[config.mk]
export PLATFORM = sky130hd
export DESIGN_NAME = fp_matrix_loader
export DESIGN_NICKNAME = d
export VERILOG_FILES = /design/src/rtl/fp_matrix_pkg.sv /design/src/rtl/fp32_is_special.sv /design/src/rtl/fp_matrix_loader.sv
export SDC_FILE = /design/constraint.sdc
export NUM_CORES = 1
export LEC_CHECK = 0
export BUFFER_PORTS_ARGS = -buffer_cell sky130_fd_sc_hd__buf_2
export CAP_MARGIN = 20
export CORE_UTILIZATION = 23
export CTS_BUF_LIST = sky130_fd_sc_hd__clkbuf_8
export CTS_CLUSTER_DIAMETER = 100
export DETAILED_ROUTE_END_ITERATION = 8
export HOLD_SLACK_MARGIN = 0.08
export PLACE_DENSITY = 0.43
export REMOVE_ABC_BUFFERS = 1
export SYNTH_ARGS = -nofsm -noshare
export SYNTH_HDL_FRONTEND = slang
export SYNTH_SLANG_ARGS = --single-unit
[constraint.sdc]
create_clock -name clk -period 1.9 [get_ports clk]
set_clock_uncertainty 0.2 [all_clocks]
set_input_delay 0.095 -clock clk [delete_from_list [all_inputs] [get_ports clk]]
set_output_delay 0.095 -clock clk [all_outputs]
set_load 0.005 [all_outputs]
[src/rtl/fp_matrix_pkg.sv]
// fp_matrix_pkg: types and constants shared by fp_matrix_loader, fp32_is_special and fp_matrix.
//   fp32_t      : raw IEEE-754 single-precision word
//   FP32_EXP_*  : position and all-ones value of the exponent field
//   ld_state_e  : loader FSM states (LOAD_A, LOAD_B, HOLD)
//   fp32_exp()  : helper that extracts the biased exponent field
package fp_matrix_pkg;

  typedef logic [31:0] fp32_t;

  localparam int          FP32_EXP_MSB = 30;
  localparam int          FP32_EXP_LSB = 23;
  localparam logic [7:0]  FP32_EXP_MAX = 8'hFF;

  typedef enum logic [1:0] {
    LOAD_A = 2'd0,
    LOAD_B = 2'd1,
    HOLD   = 2'd2
  } ld_state_e;

  function automatic logic [7:0] fp32_exp(input fp32_t x);
    return x[FP32_EXP_MSB:FP32_EXP_LSB];
  endfunction

endpackage

[src/rtl/fp32_is_special.sv]
// fp32_is_special: combinational Inf/NaN detector for one FP32 word.
// Ports:
//   value      in  32  FP32 word
//   is_special out 1   1 when the exponent field is all ones (Inf or NaN)
module fp32_is_special
  import fp_matrix_pkg::*;
(
  input  logic [31:0] value,
  output logic        is_special
);

  assign is_special = (fp32_exp(value) == FP32_EXP_MAX);

endmodule

[src/rtl/fp_matrix_loader.sv]
// fp_matrix_loader: collects a row-major A matrix followed by a row-major B
// matrix from an FP32 valid/ready stream, then presents both as packed buses
// with a valid/ready handoff. Operands stay frozen until accepted.
// Optional build macro: FP_LOAD_CHECK_EN enables the sticky Inf/NaN flag
// elem_err; without it elem_err is tied low and no classifier exists.
// Ports:
//   clk        in   1          rising-edge clock
//   reset      in   1          synchronous active-high reset
//   flush      in   1          synchronous abort back to LOAD_A (buffers kept)
//   in_valid   in   1          upstream element valid
//   in_ready   out  1          loader can accept an element (registered)
//   in_data    in   32         FP32 element
//   a_out      out  M*N x 32   packed A, index row*N+col
//   b_out      out  N*P x 32   packed B, index row*P+col
//   mat_valid  out  1          operand pair complete and stable
//   mat_ready  in   1          consumer accepts the pair
//   elem_err   out  1          sticky Inf/NaN flag for the current pair
module fp_matrix_loader
  import fp_matrix_pkg::*;
#(
  parameter int M = 2,
  parameter int N = 2,
  parameter int P = 2
) (
  input  logic                    clk,
  input  logic                    reset,
  input  logic                    flush,
  input  logic                    in_valid,
  output logic                    in_ready,
  input  logic [31:0]             in_data,
  output logic [0:M*N-1][31:0]    a_out,
  output logic [0:N*P-1][31:0]    b_out,
  output logic                    mat_valid,
  input  logic                    mat_ready,
  output logic                    elem_err
);

  localparam int A_CNT  = M * N;
  localparam int B_CNT  = N * P;
  localparam int MAX_E  = (A_CNT > B_CNT) ? A_CNT : B_CNT;
  localparam int IDX_W  = (MAX_E > 1) ? $clog2(MAX_E) : 1;

  localparam logic [IDX_W-1:0] IDX_ZERO = {IDX_W{1'b0}};
  localparam logic [IDX_W-1:0] IDX_ONE  = IDX_W'(1);
  localparam logic [IDX_W-1:0] A_LAST   = IDX_W'(A_CNT - 1);
  localparam logic [IDX_W-1:0] B_LAST   = IDX_W'(B_CNT - 1);

  ld_state_e                state_q, state_d;
  logic [IDX_W-1:0]         idx_q, idx_d;
  logic [0:A_CNT-1][31:0]   a_q, a_d;
  logic [0:B_CNT-1][31:0]   b_q, b_d;
  logic                     mat_valid_q, mat_valid_d;
  logic                     in_ready_q, in_ready_d;
  logic                     accept_s;

  // in_ready is a flop, so accept never depends combinationally on itself
  assign accept_s = in_valid & in_ready_q;

`ifdef FP_LOAD_CHECK_EN
  logic special_s;
  logic elem_err_q, elem_err_d;

  fp32_is_special u_is_special (
    .value      (in_data),
    .is_special (special_s)
  );
`endif

  // Next-state logic: flush overrides everything, then per-state load/handoff
  always_comb begin
    state_d     = state_q;
    idx_d       = idx_q;
    a_d         = a_q;
    b_d         = b_q;
    mat_valid_d = mat_valid_q;
    in_ready_d  = in_ready_q;
`ifdef FP_LOAD_CHECK_EN
    elem_err_d  = elem_err_q;
`endif
    if (flush) begin
      // Element or handoff in the same cycle is discarded; buffers keep contents
      state_d     = LOAD_A;
      idx_d       = IDX_ZERO;
      mat_valid_d = 1'b0;
      in_ready_d  = 1'b1;
`ifdef FP_LOAD_CHECK_EN
      elem_err_d  = 1'b0;
`endif
    end else begin
`ifdef FP_LOAD_CHECK_EN
      elem_err_d = elem_err_q | (accept_s & special_s);
`endif
      case (state_q)
        LOAD_A: begin
          if (accept_s) begin
            a_d[idx_q] = in_data;
            if (idx_q == A_LAST) begin
              state_d = LOAD_B;
              idx_d   = IDX_ZERO;
            end else begin
              idx_d = idx_q + IDX_ONE;
            end
          end else begin
            idx_d = idx_q;
          end
        end
        LOAD_B: begin
          if (accept_s) begin
            b_d[idx_q] = in_data;
            if (idx_q == B_LAST) begin
              state_d     = HOLD;
              idx_d       = IDX_ZERO;
              mat_valid_d = 1'b1;
              in_ready_d  = 1'b0;
            end else begin
              idx_d = idx_q + IDX_ONE;
            end
          end else begin
            idx_d = idx_q;
          end
        end
        HOLD: begin
          if (mat_valid_q && mat_ready) begin
            state_d     = LOAD_A;
            idx_d       = IDX_ZERO;
            mat_valid_d = 1'b0;
            in_ready_d  = 1'b1;
`ifdef FP_LOAD_CHECK_EN
            elem_err_d  = 1'b0;
`endif
          end else begin
            mat_valid_d = 1'b1;
          end
        end
        default: begin
          state_d     = LOAD_A;
          idx_d       = IDX_ZERO;
          mat_valid_d = 1'b0;
          in_ready_d  = 1'b1;
        end
      endcase
    end
  end

  // State, counter, operand buffers and handshake flops
  always_ff @(posedge clk) begin
    if (reset) begin
      state_q     <= LOAD_A;
      idx_q       <= IDX_ZERO;
      a_q         <= {(A_CNT*32){1'b0}};
      b_q         <= {(B_CNT*32){1'b0}};
      mat_valid_q <= 1'b0;
      in_ready_q  <= 1'b1;
    end else begin
      state_q     <= state_d;
      idx_q       <= idx_d;
      a_q         <= a_d;
      b_q         <= b_d;
      mat_valid_q <= mat_valid_d;
      in_ready_q  <= in_ready_d;
    end
  end

`ifdef FP_LOAD_CHECK_EN
  // Sticky Inf/NaN flag for the pair being assembled
  always_ff @(posedge clk) begin
    if (reset) begin
      elem_err_q <= 1'b0;
    end else begin
      elem_err_q <= elem_err_d;
    end
  end

  assign elem_err = elem_err_q;
`else
  assign elem_err = 1'b0;
`endif

  assign in_ready  = in_ready_q;
  assign mat_valid = mat_valid_q;
  assign a_out     = a_q;
  assign b_out     = b_q;

endmodule
-- Word-level counts from Yosys, hierarchy flattened
Index checks and enable logic that the tools add are counted.
- add/sub/neg operators: 1
- multipliers: 0
- div/mod/pow operators: 0
- magnitude comparators: 2
- equal/unequal tests: 9
- shifts and indexed selects: 0
- muxes and demuxes: 21
- bitwise operators: 4
- reductions and logical operators: 11
- operators with widths (cell ; count):
    $bwmux W128 ; 2
    $demux W32 S2 ; 1
    $mux W32 ; 1
    $mux W2 ; 7
    $ne A2 B2 Y1 const B ; 5
    $reduce_and A3 Y1 ; 3
    $mux W1 ; 6
    $pmux W1 S3 ; 2
    $pmux W2 S3 ; 1
    $reduce_and A5 Y1 ; 1
    $eq A2 B2 Y1 const B ; 2
    $pmux W2 S2 ; 1
    $reduce_and A4 Y1 ; 1
    $reduce_or A2 Y1 ; 2
    $ge A3 B3 Y1 const B ; 1
    $lt A3 B1 Y1 const B ; 1
    $not A2 Y3 ; 1
    $add A2 B1 Y2 const B ; 1
    $eq A2 B1 Y1 const B ; 1
    $logic_and A1 B1 Y1 ; 2
    $logic_not A2 Y1 ; 1
    $ne A2 B1 Y1 const B ; 1
    $not A1 Y1 ; 2
    $reduce_and A2 Y1 ; 1
    $and A1 B1 Y1 ; 1
- bits in registers: 262
- latch bits: 0
- RAM bits: 0
- memory bits (read-only): 0
- bits of input ports: 37
- word-level logic and storage cells: 60
- memories kept: 0

-- Depth between registers and ports, before layout
Gate-level depths: netlist (run 1).
- depth after elaboration: 6
- gate-level depth with buffers: 8
- mapped depth without buffers: 5

-- Worst setup path before layout (run 1)
No wires, ideal clock.
- kind: flip-flop to flip-flop
- start: register state_q[0]
- end: register state_q[0]
- arrival: 1570 ps
- path slack: 27 ps
- cell stages (with the launch flop): 7
- buffers on the path: 1
- clock period less this slack: 1873 ps
- cells stage by stage: dfxtp_1 > inv_1 > ha_1 > buf_6 > or2_0 > a211o_1 > a2111oi_2
- word-level cells in the longest chain between the ends: 3
- elaborated cells between the ends (all ways): 10
- those cells by class: eq/ne (7); mux (1); reduce/logical (2)
- RTL lines (item ; line ; source):
    start, declared ; fp_matrix_loader.sv:48 ; ld_state_e state_q, state_d;
    start signal, assigned ; fp_matrix_loader.sv:155 ; state_q <= state_d;
    $eq A2 B2 Y1 (tied with other cells) ; fp_matrix_loader.sv:93 ; case (state_q)
    $ne A2 B2 Y1 (no line) ; - ;
    $reduce_and A5 Y1 (no line) ; - ;
Several ways; a longest one is shown, not always the timed one.
A chain may end at the register's enable or synchronous reset.

-- Final worst setup path (run 1)
- start: register state_q[0]
- end: register b_q, in the netlist b_out[22]
- word-level cells in the longest chain between the ends: 2
- RTL lines (item ; line ; source):
    $eq A2 B1 Y1 ; fp_matrix_loader.sv:93 ;
    $reduce_and A3 Y1 (no line) ; - ;
    end signal, assigned ; fp_matrix_loader.sv:151 ; b_q <= {(B_CNT*32){1'b0}};
    end, declared ; fp_matrix_loader.sv:51 ; logic [0:B_CNT-1][31:0] b_q, b_d;
Every way passes these cells.

==> results_dict.tcl, run 1 <==
set metrics [dict create \
    leakagePower_uw 0.005490 \
    ys.flop_type "dfxtp_1" \
    yosysWarnings 0 \
    yosys.area.top_type "dfxtp_1" \
    hold_path_class "primary input to flop" \
    die_w_um 212.3 \
    num-nets-final 1566 \
    p_per_area_nw_per_um2 827.1 \
    final_cells 2135 \
    vias 10550 \
    coreArea_um2 43360 \
    ios 296 \
    clkSinkCount 262 \
    cts_inserted_buffers 49 \
    cp_slowest_cell "dfxtp_1" \
    place_congestion 0.7268 \
    synth_top_cells_by_area "dfxtp_1 52%, a21oi_1 13%, nand3_1 13%" \
    cpPeakStageDelay_ns 0.34 \
    critPathLaunchType "flop" \
    crit_chain "buf_4 > ha_2 > and4b_4 > buf_12 > clkbuf_16 > nand3_1 > a21oi_1" \
    dieHeight_um 212.3 \
    dr.pass1.iters 4 \
    most-common-layout-cells "293 x buf_2, 261 x dfxtp_1, 256 x nand3_1" \
    maxCapViolCount 0 \
    critPathKind "flop to flop" \
    overflow 0 \
    crit_required_ns 2.24 \
    clkTransAtPathRegs_ns 0.05 \
    cp_max_fo 16 \
    grt_max_degree 86 \
    power_frac_seq_pct 48.2 \
    swShare_pct 26.42 \
    r2r_start "state_q[0]$_SDFFE_PP0P_" \
    ys_async_sr_fraction_pct 0 \
    holdWs_ns 0.1337 \
    wirelength_mm 43.53 \
    stdcell_area_um2 13950 \
    ir_drop_uv 418.1 \
    fmax_ghz 0.5397 \
    die_area_um2 45070 \
    grt_pass1_vias 10030 \
    via_per_inst 4.940 \
    start_util_pct 23.46 \
    synth.ff_latch_count 262 \
    dpl-instance-area_um2 12400 \
    synth_edf_count 0 \
    cts_tree "built" \
    p_int_uw 8491 \
    hold_violations 0 \
    status "finished, final reports clean" \
    ys_seq_area_share_pct 51.57 \
    finalCritPeriodShare_pct 97.53 \
    grt_use_total_pct 18.02 \
    syn-mean-instance-area_um2 8.130 \
    insertion_delay_ns 0.62 \
    setup_violations 0 \
    postSynthCellCount 1251 \
    startpoint "state_q[0]$_SDFFE_PP0P_" \
    pwr-share-clk_pct 45.1 \
    fin_tns_setup_ns 0 \
    worstHoldStart "flush" \
    initialDrtViolationCount 683 \
    n_antenna_cell 0 \
    h-tree-depth 2 \
    p_switching_uw 3049 \
    grt_pass1_wl_mm 62.86 \
    placed_cells 2008 \
    r2r_setup_slack_ns 0.05 \
    hpwl_mm 24.85 \
    arrival_ns 2.19 \
    final_antenna_net_count 0 \
    grt_antenna_before_repair 0 \
    drv_slew 0 \
    comb_power_share_pct 6.7 \
    rows 76 \
    synth_top_area_share_pct 51.57 \
    rsz0062_at_grt "true" \
    fin_crit_ns 1.853 \
    mostFrequentLayoutCell "buf_2" \
    drc 0 \
    clockBufferDepth 3 \
    p_total_uw 11540 \
    ys_types 37 \
    crit_path_end_kind "flop" \
    area_delta_synth_final_pct 37.19 \
    wire_per_inst_um 20.39 \
    port_buffers 294 \
    drive_gt1_share_pct 29.16 \
    root_buffer "clkbuf_8" \
    netlist_area_um2 10170 \
]
[cells in the mapped netlist, types with 2 or more instances]
cell	n
dfxtp_1	262
a21oi_1	256
nand3_1	256
o21ai_0	255
clkbuf_1	112
buf_2	28
buf_1	23
ha_1	8
buf_4	5
clkbuf_2	4
inv_1	4
o21ai_1	4
clkinv_1	3
a21boi_0	2
a21boi_1	2
a2bb2oi_1	2
and4b_1	2
mux2i_1	2
nand2_1	2
nand4b_1	2
[area by class of cell]
class,instances,area [um2]
repair buffers,392,2741
fillers,4660,29410
inverters,8,30.03
well taps,585,732.0
clock buffers,54,743.2
flip-flops and latches,262,5246
clock inverters,26,136.4
multi-input cells,808,4324
[power by group through the flow]
stage                     combinational, uW  sequential [uW]  clock, uW
final                                   769             5560       5210
after global routing                    828             5560       5620
after CTS                               764             5560       5400
after detailed placement                704             5680          0
after global placement                  705             5680          0
after floorplan                         177             5680          0
[timing repair]
| item | CTS | global route |
|---|---|---|
| endpoints found under the hold margin | 262 | 0 |
| setup buffers | 0 | 6 |
| cloned | 0 | 5 |
| resized for setup | 1 | 109 |
| pin swaps | 1 | 2 |
| setup endpoints to repair | 44 | 257 |
| hold buffers | 36 | 0 |
[per-layer routing]
layer | part of all wire (%) | up-vias | track usage [%] | wire length [um]
met1 | 44 | 5167 | 23.24 | 19200
li1 | - | 4986 | - | -
met2 | 47 | 334 | 29.12 | 20540
met3 | 6.8 | 59 | 5.244 | 2953
met5 | 0 | - | 0 | 0
met4 | 1.9 | 0 | 5.011 | 839
[flip-flops by register name, indices dropped and copies added (netlist names)]
name / count
a_out: 128
b_out: 128
idx_q: 2
in_ready: 1
mat_valid: 1
state_q: 2
[worst paths after layout]
kind,to,depth (start not counted)
setup / recovery,b_out[22]$_SDFFE_PP0P_,7
hold / removal,state_q[0]$_SDFFE_PP0P_,3
setup reg to reg,b_out[22]$_SDFFE_PP0P_,7
hold reg to reg,b_out[117]$_SDFFE_PP0P_,2
[kinds of logic (layout without fill, tap and decap cells)]
family                   count (synthesis)  after routing  synth area share (%)
multiplexers                             2              2                0.1968
other                                    1              1               0.03687
buffers and inverters                  181            480                 7.332
adder cells (fa/ha/maj)                  8              8                0.9842
AO/OA/AOI/OAI                          526            526                 26.29
flip-flops                             262            262                 51.57
AND/OR/NAND/NOR                        271            271                 13.59
[worst max-delay path, delay by kind of cell, from the launching register on]
kind	cells	cell delay, ns
buf+inv	3	0.49
simple gates	2	0.36
flops	1	0.34
fa+ha+maj	1	0.23
compound gates	1	0.13
[through the flow]
step | setup slack, ns | utilization [%]
floorplan | -1.822 | -
global placement | -0.02987 | 28.59
detailed placement | -0.02135 | 28.59
CTS | -0.002800 | 31.45
global route | -0.06846 | 32.18
finish | 0.04702 | 32.18
Power figures use the tool's default switching activity.
==> run 2, diff against run 1 <==
==> constraint.sdc (replaced) <==
create_clock -name clk -period 1.9 [get_ports clk]
set_clock_uncertainty 0.2 [all_clocks]
set_input_delay 0.19 -clock clk [delete_from_list [all_inputs] [get_ports clk]]
set_output_delay 0.19 -clock clk [all_outputs]
set_load 0.005 [all_outputs]
==> run 2 against run 1 <==
  * Power increased by 4.1%
  * Design area increased by 0.65%
  * Utilization increased by 0.21 points
  * Non-clock buffer count unchanged
  * Flip-flop and latch count unchanged
  * Largest power group is now the clock network
  * Clock-buffer cell count increased by 8
  * Die area unchanged
  * Critical path depth unchanged
  * Largest cell class unchanged
  * Hold slack improved by 0.11 ns
  * Register-to-register slack about the same
  * Combinational power increased by 0.5%
==> results_dict.tcl, run 2 (synthesis gave the netlist of run 1 again) <==
set metrics [dict create \
    area_delta_synth_final_pct 38.09 \
    port_buffers 294 \
    wirelength_mm 42.99 \
    r2r_start "state_q[0]$_SDFFE_PP0P_" \
    crit_required_ns 2.15 \
    grt_max_degree 91 \
    grt_pass1_wl_mm 62.42 \
    place_congestion 0.7457 \
    dr.pass1.iters 5 \
    grt_pass1_vias 10130 \
    p_per_area_nw_per_um2 855.0 \
    hold_violations 0 \
    startpoint "state_q[0]$_SDFFE_PP0P_" \
    overflow 0 \
    p_total_uw 12010 \
    insertion_delay_ns 0.60 \
    root_buffer "clkbuf_8" \
    drive_gt1_share_pct 28.53 \
    cts_tree "built" \
    grt_antenna_before_repair 0 \
    hold_path_class "primary input to flop" \
    start_util_pct 23.46 \
    placed_cells 2011 \
    most-common-layout-cells "293 x buf_2, 262 x dfxtp_1, 256 x nand3_1" \
    final_cells 2141 \
    cts_inserted_buffers 48 \
    status "finished, final reports clean" \
    clkTransAtPathRegs_ns 0.06 \
    drc 0 \
    hpwl_mm 24.90 \
    worstHoldStart "flush" \
    fin_crit_ns 1.851 \
    setup_violations 0 \
    critPathLaunchType "flop" \
    initialDrtViolationCount 831 \
    cp_max_fo 30 \
    crit_path_end_kind "flop" \
    drv_slew 0 \
    die_area_um2 45070 \
    num-nets-final 1565 \
    grt_use_total_pct 17.95 \
    critPathKind "flop to flop" \
    rsz0062_at_grt "true" \
    mostFrequentLayoutCell "buf_2" \
    rows 76 \
    ir_drop_uv 600.0 \
    vias 10480 \
    dieHeight_um 212.3 \
    via_per_inst 4.894 \
    n_antenna_cell 0 \
    clockBufferDepth 3 \
    die_w_um 212.3 \
    h-tree-depth 2 \
    wire_per_inst_um 20.08 \
    fmax_ghz 0.5403 \
    finalCritPeriodShare_pct 97.40 \
    arrival_ns 2.10 \
    final_antenna_net_count 0 \
    ios 296 \
    coreArea_um2 43360 \
    clkSinkCount 262 \
    leakagePower_uw 0.005553 \
    maxCapViolCount 0 \
]
[run 2: final timing paths]
path                             end  slack (ns)  depth (start not counted)
max reg2reg  b_out[101]$_SDFFE_PP0P_        0.05                          7
min          state_q[0]$_SDFFE_PP0P_        0.25                          3
min reg2reg   b_out[21]$_SDFFE_PP0P_        0.27                          2
max          b_out[101]$_SDFFE_PP0P_        0.05                          7
[run 2: layer usage]
layer,routed length (um),global-route usage [%],part of all wire (%),up-vias
met5,0,0,0,-
met4,1162,7.145,2.7,0
met3,2774,4.269,6.5,65
met2,20070,28.74,47,349
met1,18980,23.14,44,5088
li1,-,-,-,4975
[run 2: area by class of cell]
class                   count  area [um2]
fillers                  4650       29320
flip-flops and latches    262        5245
multi-input cells         808        4258
repair buffers            392        2773
clock buffers              62       853.3
well taps                 585       732.0
clock inverters            24       153.9
inverters                   8       30.03
[run 2: where the power goes]
part | switching (uW) | internal (uW)
Clock | 2490 | 3190
Combinational | 517 | 257
Sequential | 22.2 | 5540
Total | 3030 | 8980
[run 2: per-stage QoR]
step                      TNS [ns]  setup WS (ns)  hold slack, ns  utilization (%)  cell area [um2]
after detailed placement         0        0.03754          0.2630            28.75            12470
after global routing        -2.173       -0.06168          0.2467            32.39            14040
after global placement           0        0.04928          0.2576            28.75            12470
after CTS                        0        0.02193          0.1965            31.91            13840
final                            0        0.04932          0.2485            32.39            14040
after floorplan            -459.92         -1.822         0.05886                -             9455
[run 2: repair_timing]
action,in CTS,in global routing
endpoints found under the hold margin,262,0
setup buffers,0,3
hold buffers,36,0
setup endpoints to repair,0,217
resized for setup,0,48
[run 2: critical path: stages (launching register included)]
cell,delay [ns]
dfxtp_1,0.33
buf_4,0.12
ha_2,0.21
nand4b_1,0.17
buf_6,0.20
clkbuf_16,0.20
o21ai_0,0.17
a21oi_1,0.08
==> run 3, diff against run 2 <==
Settings changed: CORE_ASPECT_RATIO from default to 0.9.
==> run 3 against run 2 <==
  * Hold slack better by 0.012 ns
  * Combinational power is 6.2% higher
  * Design area is 0.15% lower
  * First-iteration DRC count is 5.1% lower
  * Clock power is 2% lower
  * Sequential power hardly changed
  * Cell count is 0.51% higher
  * Flip-flop and latch count stayed put
  * Critical path depth stayed put
  * Utilization hardly changed
  * Sequential share of layout area is 0.075 points higher
  * Critical path type unchanged
  * Critical endpoint is now a_out[9]$_SDFFE_PP0P_
  * Largest cell class unchanged
  * Largest power group is now registers
  * Highest routed layer unchanged
==> results_dict.tcl, run 3 (synthesis gave the netlist of run 1 again) <==
set metrics [dict create \
    vias 10600 \
    r2r_end "a_out[9]$_SDFFE_PP0P_" \
    p_int_uw 8861 \
    crit_chain "inv_1 > ha_2 > nand4b_1 > buf_4 > buf_12 > o21ai_0 > a21oi_1" \
    hold_end "b_out[122]$_SDFFE_PP0P_" \
    rows 72 \
    clkTransAtPathRegs_ns 0.06 \
    arrival_ns 2.16 \
    cp_slowest_cell "dfxtp_2" \
    insertion_delay_ns 0.61 \
    crit_required_ns 2.17 \
    slew_headroom_pct 61.63 \
    r2r_setup_slack_ns 0.02 \
    fin_crit_ns 1.881 \
    final_util_pct 32.36 \
    place_congestion 0.7744 \
    die_w_um 223.7 \
    clkSinkCount 262 \
    p_switching_uw 3069 \
    area_delta_synth_final_pct 37.88 \
    final_antenna_net_count 0 \
    root_buffer "clkbuf_8" \
    cpLargestDelayFamily "buffers and inverters" \
    grt_max_degree 85 \
    finalCritPeriodShare_pct 99.00 \
    via_per_inst 4.925 \
    hpwl_mm 25.22 \
    initialDrtViolationCount 789 \
    die_area_um2 45070 \
    worstHoldStart "in_data[26]" \
    status "finished, final reports clean" \
    overflow 0 \
    fillers 4641 \
    h-tree-depth 2 \
    comb_power_share_pct 6.9 \
    p_per_area_nw_per_um2 850.7 \
    wire_per_inst_um 20.03 \
    drv_slew 0 \
    hold_violations 0 \
    hold_depth 4 \
    maxCapViolCount 0 \
    multi_input_comb_area_um2 4243 \
    pwr-share-clk_pct 46.5 \
    num-nets-final 1573 \
    coreArea_um2 43330 \
    cts_inserted_buffers 48 \
    crit_path_end_kind "flop" \
    grt_antenna_before_repair 0 \
    n_antenna_cell 0 \
    dr.pass1.iters 5 \
    mostFrequentLayoutCell "buf_2" \
    grt_pass1_vias 10080 \
    grt_use_total_pct 17.94 \
    p_total_uw 11930 \
    rsz0062_at_grt "true" \
    wirelength_mm 43.10 \
    dieHeight_um 201.5 \
    critPathKind "flop to flop" \
    fmax_ghz 0.5317 \
    port_buffers 294 \
    cp_max_fo 43 \
    cts_tree "built" \
    start_util_pct 23.47 \
    most-common-layout-cells "293 x buf_2, 260 x dfxtp_1, 256 x nand3_1, 256 x a21oi_1, 222 x o21ai_0" \
    clockBufferDepth 3 \
    fin_tns_setup_ns 0 \
    critPathLaunchType "flop" \
    regArea_um2 5248 \
    leakagePower_uw 0.005546 \
    tightest_slew_ns 0.5755 \
    drc 0 \
    drive_gt1_share_pct 28.91 \
    crit_buf_inv 3 \
    cpPeakStageDelay_ns 0.33 \
    worstRegToRegCells 7 \
    ir_drop_uv 397.9 \
    power_frac_seq_pct 46.6 \
    setup_violations 0 \
    hold_path_class "primary input to flop" \
    r2r_start "state_q[0]$_SDFFE_PP0P_" \
    swShare_pct 25.72 \
    grt_pass1_wl_mm 63.04 \
    ios 296 \
]
[run 3: changes by cell type in the layout (fill, tap and decap cells not counted), sizes merged]
cell,before,now
buf,350,359
clkbuf,68,67
bufinv,2,1
clkinvlp,0,1
inv,24,20
[run 3: layout make-up]
cell class              count  area share [%]
flip-flops and latches    262           37.42
multi-input cells         808           30.26
repair buffers            400           19.91
clock buffers              62           6.085
well taps                 592           5.282
clock inverters            20          0.8387
inverters                   8          0.2141
[run 3: how the worst max path moves through the flow]
stage / to / cells after the start / startpoint / slack [ns]
2_1_floorplan: a_out[0]$_SDFFE_PP0P_ / 5 / state_q[0]$_SDFFE_PP0P_ / -1.82
3_3_place_gp: a_out[80]$_SDFFE_PP0P_ / 7 / state_q[0]$_SDFFE_PP0P_ / 0.006
3_5_place_dp: state_q[0]$_SDFFE_PP0P_ / 5 / state_q[0]$_SDFFE_PP0P_ / -0.02
4_1_cts: state_q[0]$_SDFFE_PP0P_ / 6 / state_q[1]$_SDFFE_PP0P_ / 0.03
5_1_grt: a_out[124]$_SDFFE_PP0P_ / 7 / state_q[0]$_SDFFE_PP0P_ / -0.06
6_report: a_out[9]$_SDFFE_PP0P_ / 7 / state_q[0]$_SDFFE_PP0P_ / 0.02
[run 3: routing by layer]
metal	routed length (um)	up-vias	global-route usage, %
met5	0	-	0
met4	735	0	5.431
met3	3135	51	4.980
met2	19360	359	27.29
met1	19870	5187	24.51
li1	-	5001	-
[run 3: worst register-to-register path, cell delays in order (launching register included)]
cell and delay [ns]:
dfxtp_2 0.33, inv_1 0.12, ha_2 0.24, nand4b_1 0.19
buf_4 0.21, buf_12 0.16, o21ai_0 0.24, a21oi_1 0.08
[run 3: metrics by stage]
step | hold WS (ns) | worst slack (ns) | cell area [um2] | std cells
6_report | 0.2600 | 0.01908 | 14020 | 2152
4_1_cts | 0.1828 | 0.03033 | 13860 | 2146
2_1_floorplan | 0.05886 | -1.822 | 9455 | 1078
3_5_place_dp | 0.2636 | -0.02237 | 12530 | 2028
5_1_grt | 0.2283 | -0.06295 | 14020 | 2152
3_3_place_gp | 0.2563 | 0.005675 | 12530 | 2028
[run 3: timing repair]
item | in CTS | in global routing
gates cloned | 0 | 4
hold buffers | 36 | 0
setup endpoints to repair | 1 | 80
gates resized for setup | 2 | 41
buffers inserted | 0 | 2
endpoints found under the hold margin | 262 | 0
[run 3: power groups by stage]
stage / registers [uW] / logic (uW) / clock network, uW
after detailed placement: 5680 / 708 / 0
after global routing: 5560 / 879 / 5990
after CTS: 5560 / 767 / 5760
final: 5560 / 821 / 5550
after floorplan: 5680 / 177 / 0
after global placement: 5680 / 709 / 0
